===== src/rtl/apb_pkg.sv =====
// Shared APB completer definitions: FSM states, protection bit positions and
// the address-region to PPROT permission mapping.
package apb_pkg;

    typedef enum logic [1:0] {
        IDLE = 2'd0,
        WAIT = 2'd1,
        DONE = 2'd2
    } apb_state_t;

    localparam int PPROT_PRIV   = 0;
    localparam int PPROT_NONSEC = 1;
    localparam int PPROT_INSTR  = 2;

    localparam int REGION_PRIV_BIT   = 8;
    localparam int REGION_NONSEC_BIT = 9;
    localparam int REGION_INSTR_BIT  = 10;
    localparam int REGION_LSB        = REGION_PRIV_BIT;
    localparam int REGION_MSB        = REGION_INSTR_BIT;

    localparam int WAIT_CNT_WIDTH = 4;

    // PPROT bits that must be set to reach the region selected by paddr[10:8].
    function automatic logic [2:0] getPprot(input logic [2:0] region);
        logic [2:0] req;
        req = '0;
        req[PPROT_PRIV]   = region[REGION_PRIV_BIT - REGION_LSB];
        req[PPROT_NONSEC] = region[REGION_NONSEC_BIT - REGION_LSB];
        req[PPROT_INSTR]  = region[REGION_INSTR_BIT - REGION_LSB];
        return req;
    endfunction

    function automatic logic [2:0] getAddrforPprot(input logic [2:0] prot);
        logic [2:0] region;
        region = '0;
        region[REGION_PRIV_BIT - REGION_LSB]   = prot[PPROT_PRIV];
        region[REGION_NONSEC_BIT - REGION_LSB] = prot[PPROT_NONSEC];
        region[REGION_INSTR_BIT - REGION_LSB]  = prot[PPROT_INSTR];
        return region;
    endfunction

endpackage


===== src/rtl/apb_reg_completer_if.sv =====
// APB4 completer-side bus bundle with requester (master) and completer (slave) views.
interface apb_reg_completer_if #(
    parameter int ADDR_WIDTH = 32,
    parameter int DATA_WIDTH = 32
);
    localparam int STRB_WIDTH = DATA_WIDTH / 8;

    logic                  psel;
    logic                  penable;
    logic                  pwrite;
    logic [ADDR_WIDTH-1:0] paddr;
    logic [2:0]            pprot;
    logic [DATA_WIDTH-1:0] pwdata;
    logic [STRB_WIDTH-1:0] pstrb;
    logic                  pready;
    logic [DATA_WIDTH-1:0] prdata;
    logic                  pslverr;

    modport master (
        output psel, penable, pwrite, paddr, pprot, pwdata, pstrb,
        input  pready, prdata, pslverr
    );

    modport slave (
        input  psel, penable, pwrite, paddr, pprot, pwdata, pstrb,
        output pready, prdata, pslverr
    );

endinterface


===== src/rtl/apb_regfile.sv =====
// Register storage behind the APB completer: byte-strobed synchronous write,
// asynchronous read, synchronous clear.
module apb_regfile #(
    parameter int DATA_WIDTH = 32,
    parameter int NUM_REGS   = 64
) (
    input  logic                         clk,
    input  logic                         reset,
    input  logic                         wr_en,
    input  logic [$clog2(NUM_REGS)-1:0]  index,
    input  logic [DATA_WIDTH/8-1:0]      wstrb,
    input  logic [DATA_WIDTH-1:0]        wdata,
    output logic [DATA_WIDTH-1:0]        rdata
);
    localparam int STRB_WIDTH = DATA_WIDTH / 8;

    logic [DATA_WIDTH-1:0] mem [NUM_REGS];

    always_ff @(posedge clk) begin
        if (reset) begin
            for (int r = 0; r < NUM_REGS; r++) begin
                mem[r] <= '0;
            end
        end else if (wr_en) begin
            for (int b = 0; b < STRB_WIDTH; b++) begin
                if (wstrb[b]) begin
                    mem[index][b*8 +: 8] <= wdata[b*8 +: 8];
                end
            end
        end
    end

    assign rdata = mem[index];

endmodule


===== src/rtl/apb_reg_completer.sv =====
// APB4 register completer: latches the setup phase, inserts WAIT_STATES access
// cycles, then completes with a one-cycle PREADY carrying decode/protection errors.
module apb_reg_completer
    import apb_pkg::*;
#(
    parameter int ADDR_WIDTH  = 32,
    parameter int DATA_WIDTH  = 32,
    parameter int NUM_REGS    = 64,
    parameter int WAIT_STATES = 1
) (
    input  logic              clk,
    input  logic              reset,
    apb_reg_completer_if.slave bus
);
    localparam int STRB_WIDTH = DATA_WIDTH / 8;
    localparam int IDX_WIDTH  = $clog2(NUM_REGS);
    localparam logic [WAIT_CNT_WIDTH-1:0] WAIT_LOAD = WAIT_CNT_WIDTH'(WAIT_STATES);

    apb_state_t state, state_next;
    logic [WAIT_CNT_WIDTH-1:0] wait_cnt, wait_cnt_next;
    logic latch_en;
    logic proto_err, proto_err_next;

    logic [ADDR_WIDTH-1:0] addr_q;
    logic                  write_q;
    logic [2:0]            prot_q;
    logic [DATA_WIDTH-1:0] wdata_q;
    logic [STRB_WIDTH-1:0] strb_q;

    logic [REGION_LSB-3:0] word;
    logic                  align_err, range_err, prot_err, xfer_err;
    logic                  done, wr_en;
    logic [DATA_WIDTH-1:0] rd_data;

    always_ff @(posedge clk) begin
        if (reset) begin
            state     <= IDLE;
            wait_cnt  <= '0;
            proto_err <= 1'b0;
            addr_q    <= '0;
            write_q   <= 1'b0;
            prot_q    <= '0;
            wdata_q   <= '0;
            strb_q    <= '0;
        end else begin
            state     <= state_next;
            wait_cnt  <= wait_cnt_next;
            proto_err <= proto_err_next;
            if (latch_en) begin
                addr_q  <= bus.paddr;
                write_q <= bus.pwrite;
                prot_q  <= bus.pprot;
                wdata_q <= bus.pwdata;
                strb_q  <= bus.pstrb;
            end
        end
    end

    // With zero wait states the first access cycle must already complete, so setup jumps to DONE.
    always_comb begin
        state_next     = state;
        wait_cnt_next  = wait_cnt;
        proto_err_next = proto_err;
        latch_en       = 1'b0;
        case (state)
            IDLE: begin
                if (bus.psel && !bus.penable) begin
                    latch_en       = 1'b1;
                    proto_err_next = 1'b0;
                    wait_cnt_next  = WAIT_LOAD;
                    state_next     = (WAIT_STATES == 0) ? DONE : WAIT;
                end else if (bus.psel && bus.penable) begin
                    proto_err_next = 1'b1;
                    state_next     = DONE;
                end
            end
            WAIT: begin
                if (!bus.psel) begin
                    proto_err_next = 1'b1;
                    wait_cnt_next  = '0;
                    state_next     = DONE;
                end else if (bus.penable) begin
                    wait_cnt_next = wait_cnt - 1'b1;
                    if (wait_cnt <= 1) begin
                        state_next = DONE;
                    end
                end
            end
            DONE: begin
                state_next = IDLE;
            end
            default: begin
                state_next = IDLE;
            end
        endcase
    end

    // Region bits [10:8] only gate permission; the word offset below them picks the register.
    assign word      = addr_q[REGION_LSB-1:2];
    assign align_err = (addr_q[1:0] != 2'b00);
    assign range_err = (|addr_q[ADDR_WIDTH-1:REGION_MSB+1]) || (32'(word) >= 32'(NUM_REGS));
    assign prot_err  = |(getPprot(addr_q[REGION_MSB:REGION_LSB]) & ~prot_q);
    assign xfer_err  = proto_err || align_err || range_err || prot_err;

    assign done  = (state == DONE);
    assign wr_en = done && write_q && !xfer_err;

    apb_regfile #(
        .DATA_WIDTH (DATA_WIDTH),
        .NUM_REGS   (NUM_REGS)
    ) u_regfile (
        .clk   (clk),
        .reset (reset),
        .wr_en (wr_en),
        .index (word[IDX_WIDTH-1:0]),
        .wstrb (strb_q),
        .wdata (wdata_q),
        .rdata (rd_data)
    );

    assign bus.pready  = done;
    assign bus.pslverr = done && xfer_err;
    assign bus.prdata  = (done && !write_q && !xfer_err) ? rd_data : '0;

endmodule


===== src/flat_wrapper.sv =====
// flat-port wrapper written by rule: the top's interface ports become plain ports
module apb_reg_completer_flat import apb_pkg::*;
#(
    parameter int ADDR_WIDTH  = 32,
    parameter int DATA_WIDTH  = 32,
    parameter int NUM_REGS    = 64,
    parameter int WAIT_STATES = 1
)
  (clk, reset, bus_psel, bus_penable, bus_pwrite, bus_paddr, bus_pprot, bus_pwdata, bus_pstrb, bus_pready, bus_prdata, bus_pslverr);
  apb_reg_completer_if #(.ADDR_WIDTH(ADDR_WIDTH), .DATA_WIDTH(DATA_WIDTH)) bus_i ();
  input  logic clk;
  input  logic reset;
  input wire logic [$bits(bus_i.psel)-1:0] bus_psel;
  input wire logic [$bits(bus_i.penable)-1:0] bus_penable;
  input wire logic [$bits(bus_i.pwrite)-1:0] bus_pwrite;
  input wire logic [$bits(bus_i.paddr)-1:0] bus_paddr;
  input wire logic [$bits(bus_i.pprot)-1:0] bus_pprot;
  input wire logic [$bits(bus_i.pwdata)-1:0] bus_pwdata;
  input wire logic [$bits(bus_i.pstrb)-1:0] bus_pstrb;
  output wire logic [$bits(bus_i.pready)-1:0] bus_pready;
  output wire logic [$bits(bus_i.prdata)-1:0] bus_prdata;
  output wire logic [$bits(bus_i.pslverr)-1:0] bus_pslverr;
  assign bus_i.psel = bus_psel;
  assign bus_i.penable = bus_penable;
  assign bus_i.pwrite = bus_pwrite;
  assign bus_i.paddr = bus_paddr;
  assign bus_i.pprot = bus_pprot;
  assign bus_i.pwdata = bus_pwdata;
  assign bus_i.pstrb = bus_pstrb;
  assign bus_pready = bus_i.pready;
  assign bus_prdata = bus_i.prdata;
  assign bus_pslverr = bus_i.pslverr;
  apb_reg_completer #(.ADDR_WIDTH(ADDR_WIDTH), .DATA_WIDTH(DATA_WIDTH), .NUM_REGS(NUM_REGS), .WAIT_STATES(WAIT_STATES)) u_core (.clk(clk), .reset(reset), .bus(bus_i));
endmodule

===== config.mk =====
export PLATFORM = sky130hd
export DESIGN_NAME = apb_reg_completer_flat
export DESIGN_NICKNAME = d
export VERILOG_FILES = /design/src/rtl/apb_pkg.sv /design/src/rtl/apb_reg_completer_if.sv /design/src/rtl/apb_regfile.sv /design/src/rtl/apb_reg_completer.sv /design/src/flat_wrapper.sv
export SDC_FILE = /design/constraint.sdc
export NUM_CORES = 2
export LEC_CHECK = 0
export BUFFER_PORTS_ARGS = -buffer_cell sky130_fd_sc_hd__buf_2
export CAP_MARGIN = 20
export CORE_AREA = 10 10 393 395
export CTS_BUF_LIST = sky130_fd_sc_hd__clkbuf_4 sky130_fd_sc_hd__clkbuf_8
export DETAILED_ROUTE_END_ITERATION = 12
export DIE_AREA = 0 0 403 405
export GPL_ROUTABILITY_DRIVEN = 0
export PLACE_DENSITY = 0.84
export REMOVE_ABC_BUFFERS = 1
export SLEW_MARGIN = 0
export SYNTH_ARGS = -nofsm -noshare
export SYNTH_HDL_FRONTEND = slang
export SYNTH_SLANG_ARGS = --single-unit

===== constraint.sdc =====
create_clock -name clk -period 8 [get_ports clk]
set_input_delay 1.6 -clock clk [delete_from_list [all_inputs] [get_ports clk]]
set_output_delay 1.6 -clock clk [all_outputs]
set_load 0.1 [all_outputs]

; ---- Yosys cells after proc, flatten, opt, wreduce, memory -nomap -nowiden
; Memories as Yosys holds them, arrays and structs flattened. A register that Yosys moved wholly into a read port is not among the register bits.
; Index checks and enable logic that the tools add are counted.
[word_totals]
reg_bits = 79
memories = 1
mem_bits_rw = 2048
out_inout_bits = 34
[memory_table]
columns = memory, depth, word_bits, read_ports, rd_clocked_by_memory_dff, write_ports, line_no
row1 = u_core.u_regfile.mem, 64, 32, 1, 1, 64, apb_regfile.sv:17  ; logic [DATA_WIDTH-1:0] mem [NUM_REGS];
[op_classes]
n_mux = 40
n_addsub = 1
n_reduce_logical = 22
n_bitwise = 2
eq_ne = 7
order_cmp = 1
[ops]
columns = op, count
row1 = 2-to-1 mux 32 bit, 2
row2 = OR reduction 32 bit, 1
row3 = 2-to-1 mux 1 bit, 23
row4 = OR reduction 21 bit, 1
row5 = 2-to-1 mux 6 bit, 3
row6 = 2-to-1 mux 4 bit, 4
row7 = 2-to-1 mux 2 bit, 5
row8 = AND reduction 3 bit, 3
row9 = case mux 4 bit (2 select lines), 1
row10 = logical AND 1 bit, 7
row11 = <= comparator 4 x 1 -> 1 bit (second input constant), 1
row12 = case mux 2 bit (2 select lines), 1
row13 = nonzero test 2 bit, 2
row14 = subtractor 4 x 1 -> 4 bit (second input constant), 1
row15 = AND 3 bit, 1
row16 = zero test 1 bit, 3
row17 = logical OR 1 bit, 3
row18 = != test 3 x 1 -> 1 bit (second input constant), 1
row19 = != test 3 x 2 -> 1 bit (second input constant), 1
row20 = != test 3 bit (second input constant), 1
row21 = inverter 3 bit, 1
row22 = OR reduction 3 bit, 1
row23 = equality test 2 x 1 -> 1 bit (second input constant), 1
row24 = equality test 2 bit (second input constant), 1
row25 = 4 further kinds, 4

; ---- Depth between registers and ports, before layout
[logic_depth]
ltp_word = 11
mapped_depth = 11

; ---- By module
; From an unflattened synthesis, not the netlist that was laid out.
[unflattened]
cells_unflattened = 7600
hier_area_um2 = 97290.8
[by_module_without_submodules]
columns = mod, n_inst, area_per_inst_um2, cells_per_inst
row1 = apb_regfile, 1, 93855.0, 7174
row2 = apb_reg_completer, 1, 3435.8, 426

; ---- Least setup slack after synthesis
; No wires, ideal clock.
[synth_timing]
kind = reg2out
startpoint = register (tool-made name)
endpoint = output port bus_prdata[14]
arrival_time_ps = 4081
setup_slack_ps = 2319
path_stages_with_launch = 11
required_ps = 6400
path_cell_list = dfxtp_1 buf_6 buf_12 buf_8 buf_6 buf_8 mux2i_1 a22o_1 o21ai_0 o311ai_0 a311oi_1
[synth_rtl]
columns = element, line_no
row1 = end: declaration, flat_wrapper.sv:21  ; output wire logic [$bits(bus_i.prdata)-1:0] bus_prdata;

==> impl_metrics.json <==
{
  "status": "finished, final reports clean",
  "worstPathCellList": "buf_4 > nand2_1 > nor2_1 > a32oi_1 > a41o_1 > a221oi_2 > buf_2",
  "fin_area_um2": 101000,
  "first_global_vias": 61566,
  "io_pins": 110,
  "ys_warn_count": 0,
  "grt_max_degree": 171,
  "rrSetupSlack_ns": 3.46,
  "worst_ep_arrival_time_ns": 5.79,
  "pwr_density_cell_nw_per_um2": 227,
  "dr.max_layer_used": "met5",
  "route.met3.wl_um": 49600,
  "rows": 141,
  "syn_inst": 6713,
  "dp.final_hpwl_um": 166000,
  "drt_iter0_drc": 11451,
  "period_share_pct": 92.4,
  "die-height_um": 405,
  "crit_path_end_kind": "output pin",
  "cts.sinks": 2133,
  "ctsResizeCount": 0,
  "drc": 0,
  "ir_worst_vdd_v": 0.000247,
  "p_leak_nw": 32.3,
  "path_clk_slew_ns": 0.06,
  "power_switching_mw": 5.28,
  "rsz0062_at_grt": "no",
  "clkPwrFrac_pct": 38.5,
  "drive_above_1_share_pct": 18.6,
  "pwr-share-seq_pct": 55.3,
  "switching_share_pct": 23.0,
  "die_x_um": 403,
  "dpl_cell_area_um2": 94900,
  "syn_area_um2": 94800,
  "hold_path_class": "reg -> reg",
  "yosys_register_bits": 2133,
  "m1WireLength_um": 85300,
  "cts_made_buffers": 336,
  "wl_per_cell_um": 31.6,
  "slowest_delay_ns": 1.06,
  "ys_async_sr_fraction_pct": 0,
  "required_ns": 6.40,
  "port-buffer-count": 109,
  "postCtsSetupBuffers": 0,
  "fin_crit_ns": 7.39,
  "combinationalPowerShare_pct": 6.2,
  "setup_viol": 0,
  "fin_worst_skew_ns": 0.0573,
  "core_area_um2": 147000,
  "maxSlewViolCount": 0,
  "wl_um": 279000,
  "cts_root_buffer": "clkbuf_8",
  "antenna_found_initial": 13,
  "clk_latency_ns": 1.06,
  "grt_usage_pct": 33.6,
  "synth_cell_types": 76,
  "tightest_slew_ns": 1.26,
  "synth-main-ff-cell": "edfxtp_1",
  "crit_slowest_cell": "nor2_1",
  "maxCapViolCount": 0,
  "syn_to_final_growth_pct": 6.67,
  "via_count": 62313,
  "holdWs_ns": 0.454,
  "ys_seq_area_share_pct": 66.7,
  "met2_wirelength_um": 124000,
  "drtPass1Iterations": 7,
  "ant_nets": 0,
  "fillers": 9087,
  "cp_max_fo": 40,
  "avgViaCountPerCell": 7.07,
  "fmax_mhz": 135,
  "synth_edf_count": 2048,
  "path_class": "reg -> out",
  "nets": 6732,
  "grt_pass1_wl_um": 403000,
  "grt_overflow": 0,
  "cts_hold_buf": 0,
  "avgSynthCellArea_um2": 14.1,
  "critPathLaunchType": "flip-flop",
  "final_hold_viol_count": 0,
  "slew_headroom_pct": 16.0,
  "cts_max_level": 5,
  "cts_tree": "done",
  "dieArea_um2": 163000,
  "intPower_mw": 17.7,
  "initial_core_util_pct": 64.6,
  "cts_buffer_depth": 4
}
## cell usage after synthesis (all sizes together) (3+ instances only)
library cell	number	share of area, %
a2111oi	5	0.048
a211oi	13	0.10
a21oi	126	0.67
a221o	27	0.29
a221oi	36	0.38
a22oi	50	0.40
a311oi	9	0.083
a31oi	12	0.079
and2	4	0.026
and3	3	0.020
and3b	5	0.046
and4b	4	0.042
buf	354	3.2
clkbuf	320	1.4
dfxtp	85	1.8
edfxtp	2048	65
inv	10	0.040
mux2	13	0.15
mux2i	176	1.9
mux4	457	11
nand2	308	1.3
nand2b	13	0.086
nand3	26	0.14
nand3b	8	0.063
nand4	3	0.020
nor2	2121	8.4
nor2b	10	0.066
nor3	38	0.20
nor3b	6	0.048
nor4	13	0.10
o21ai	52	0.27
o21bai	257	2.0
o221ai	10	0.092
o22ai	43	0.28
o311ai	6	0.055
o31ai	8	0.063
or2	4	0.026
xor2	3	0.028
## critical path, delay by kind of cell (launching register included)
family | cells | cell delay [ns]
compound gates | 3 | 1.02
simple gates | 2 | 1.59
buf+inv | 2 | 1.30
flops | 1 | 0.77
## path summary, 6_finish.rpt
kind / endpoint / startpoint / cells past startpoint
min reg2reg: u_core.addr_q[10] / u_core.addr_q[10] / 2
min: u_core.addr_q[10] / u_core.addr_q[10] / 2
max reg2reg: u_core.u_regfile.mem[32][23] / u_core.addr_q[23] / 7
max: bus_prdata[29] / flip-flop / 7
## per-stage QoR
step	instances	total power [mW]	setup WS [ns]	utilization [%]	setup TNS, ns
2_1_floorplan	6037	14.0	-19.95	-	-603.59
3_3_place_gp	8237	14.2	2.12	64.6	0
3_5_place_dp	8238	14.3	2.20	64.6	0
4_1_cts	8801	22.9	1.09	68.8	0
5_1_grt	8810	23.5	0.981	68.9	0
6_report	8813	23.0	0.609	68.9	0
## cells by family (layout without fill, tap and decap cells)
family                     count (synthesis)  count (layout)  synth area share (%)
AOI/OAI and AO/OA                        673             673                  5.03
buffers and inverters                    688             854                  4.64
and+or+nand+nor                         2568            2568                  10.6
other                                      0               4                     0
adders and majority gates                  2               2                0.0264
muxes                                    646             646                  13.0
xor gates and xnor gates                   3               3                0.0277
DFF                                     2133            2133                  66.7
## cells in the final DEF, fill, tap and decap left out, drive strengths merged, types with 5 or more instances in the layout
cell type | netlist | layout
nor4 | 13 | 13
nor3b | 6 | 6
o311ai | 6 | 6
a211oi | 13 | 13
edfxtp | 2048 | 2048
a21oi | 126 | 126
nor2 | 2121 | 2121
nand3b | 8 | 8
clkinv | 2 | 86
nand2b | 13 | 13
inv | 10 | 14
o221ai | 10 | 10
mux2 | 13 | 13
a311oi | 9 | 9
a221o | 27 | 27
o31ai | 8 | 8
nand2 | 308 | 308
and3b | 5 | 5
a22oi | 50 | 50
a221oi | 36 | 36
o21ai | 52 | 52
mux4 | 457 | 457
clkbuf | 320 | 473
o21bai | 257 | 257
a31oi | 12 | 12
dfxtp | 85 | 85
nor3 | 38 | 38
nor2b | 10 | 10
o22ai | 43 | 43
nand3 | 26 | 26
mux2i | 176 | 176
a2111oi | 5 | 5
buf | 354 | 277
## layer usage
| metal | vias up | track usage (%) |
|---|---|---|
| met5 | - | 0 |
| met2 | 6567 | 49.8 |
| met3 | 1217 | 13.1 |
| li1 | 24469 | - |
| met4 | 18 | 20.6 |
| met1 | 30042 | 41.9 |
## registers in the layout, summed over array words and instances, names as in the netlist, named ones only
name,cells
u_core.u_regfile.mem,2048
u_core.addr_q,32
u_core.wdata_q,32
u_core.strb_q,4
u_core.wait_cnt,4
u_core.prot_q,3
u_core.state,2
u_core.proto_err,1
u_core.write_q,1
## final cells by class
type | count | area [um^2] | share of cell area (%)
antenna | 4 | 10.0 | 0.00990
clock buffer | 471 | 5690 | 5.63
clock inverter | 92 | 469 | 0.464
inverter | 12 | 47.5 | 0.0470
multi-input combinational | 3892 | 27300 | 26.9
sequential | 2133 | 63200 | 62.5
tap | 1930 | 2410 | 2.39
timing repair buffer | 279 | 2020 | 2.00
## power groups by stage
stage	registers [mW]	clock network (mW)	logic (mW)
3_5_place_dp	12.9	0	1.35
2_1_floorplan	13.0	0	1.08
4_1_cts	12.7	8.80	1.36
5_1_grt	12.7	9.27	1.45
3_3_place_gp	12.9	0	1.33
6_report	12.7	8.85	1.42
Power figures use the tool's default switching activity.
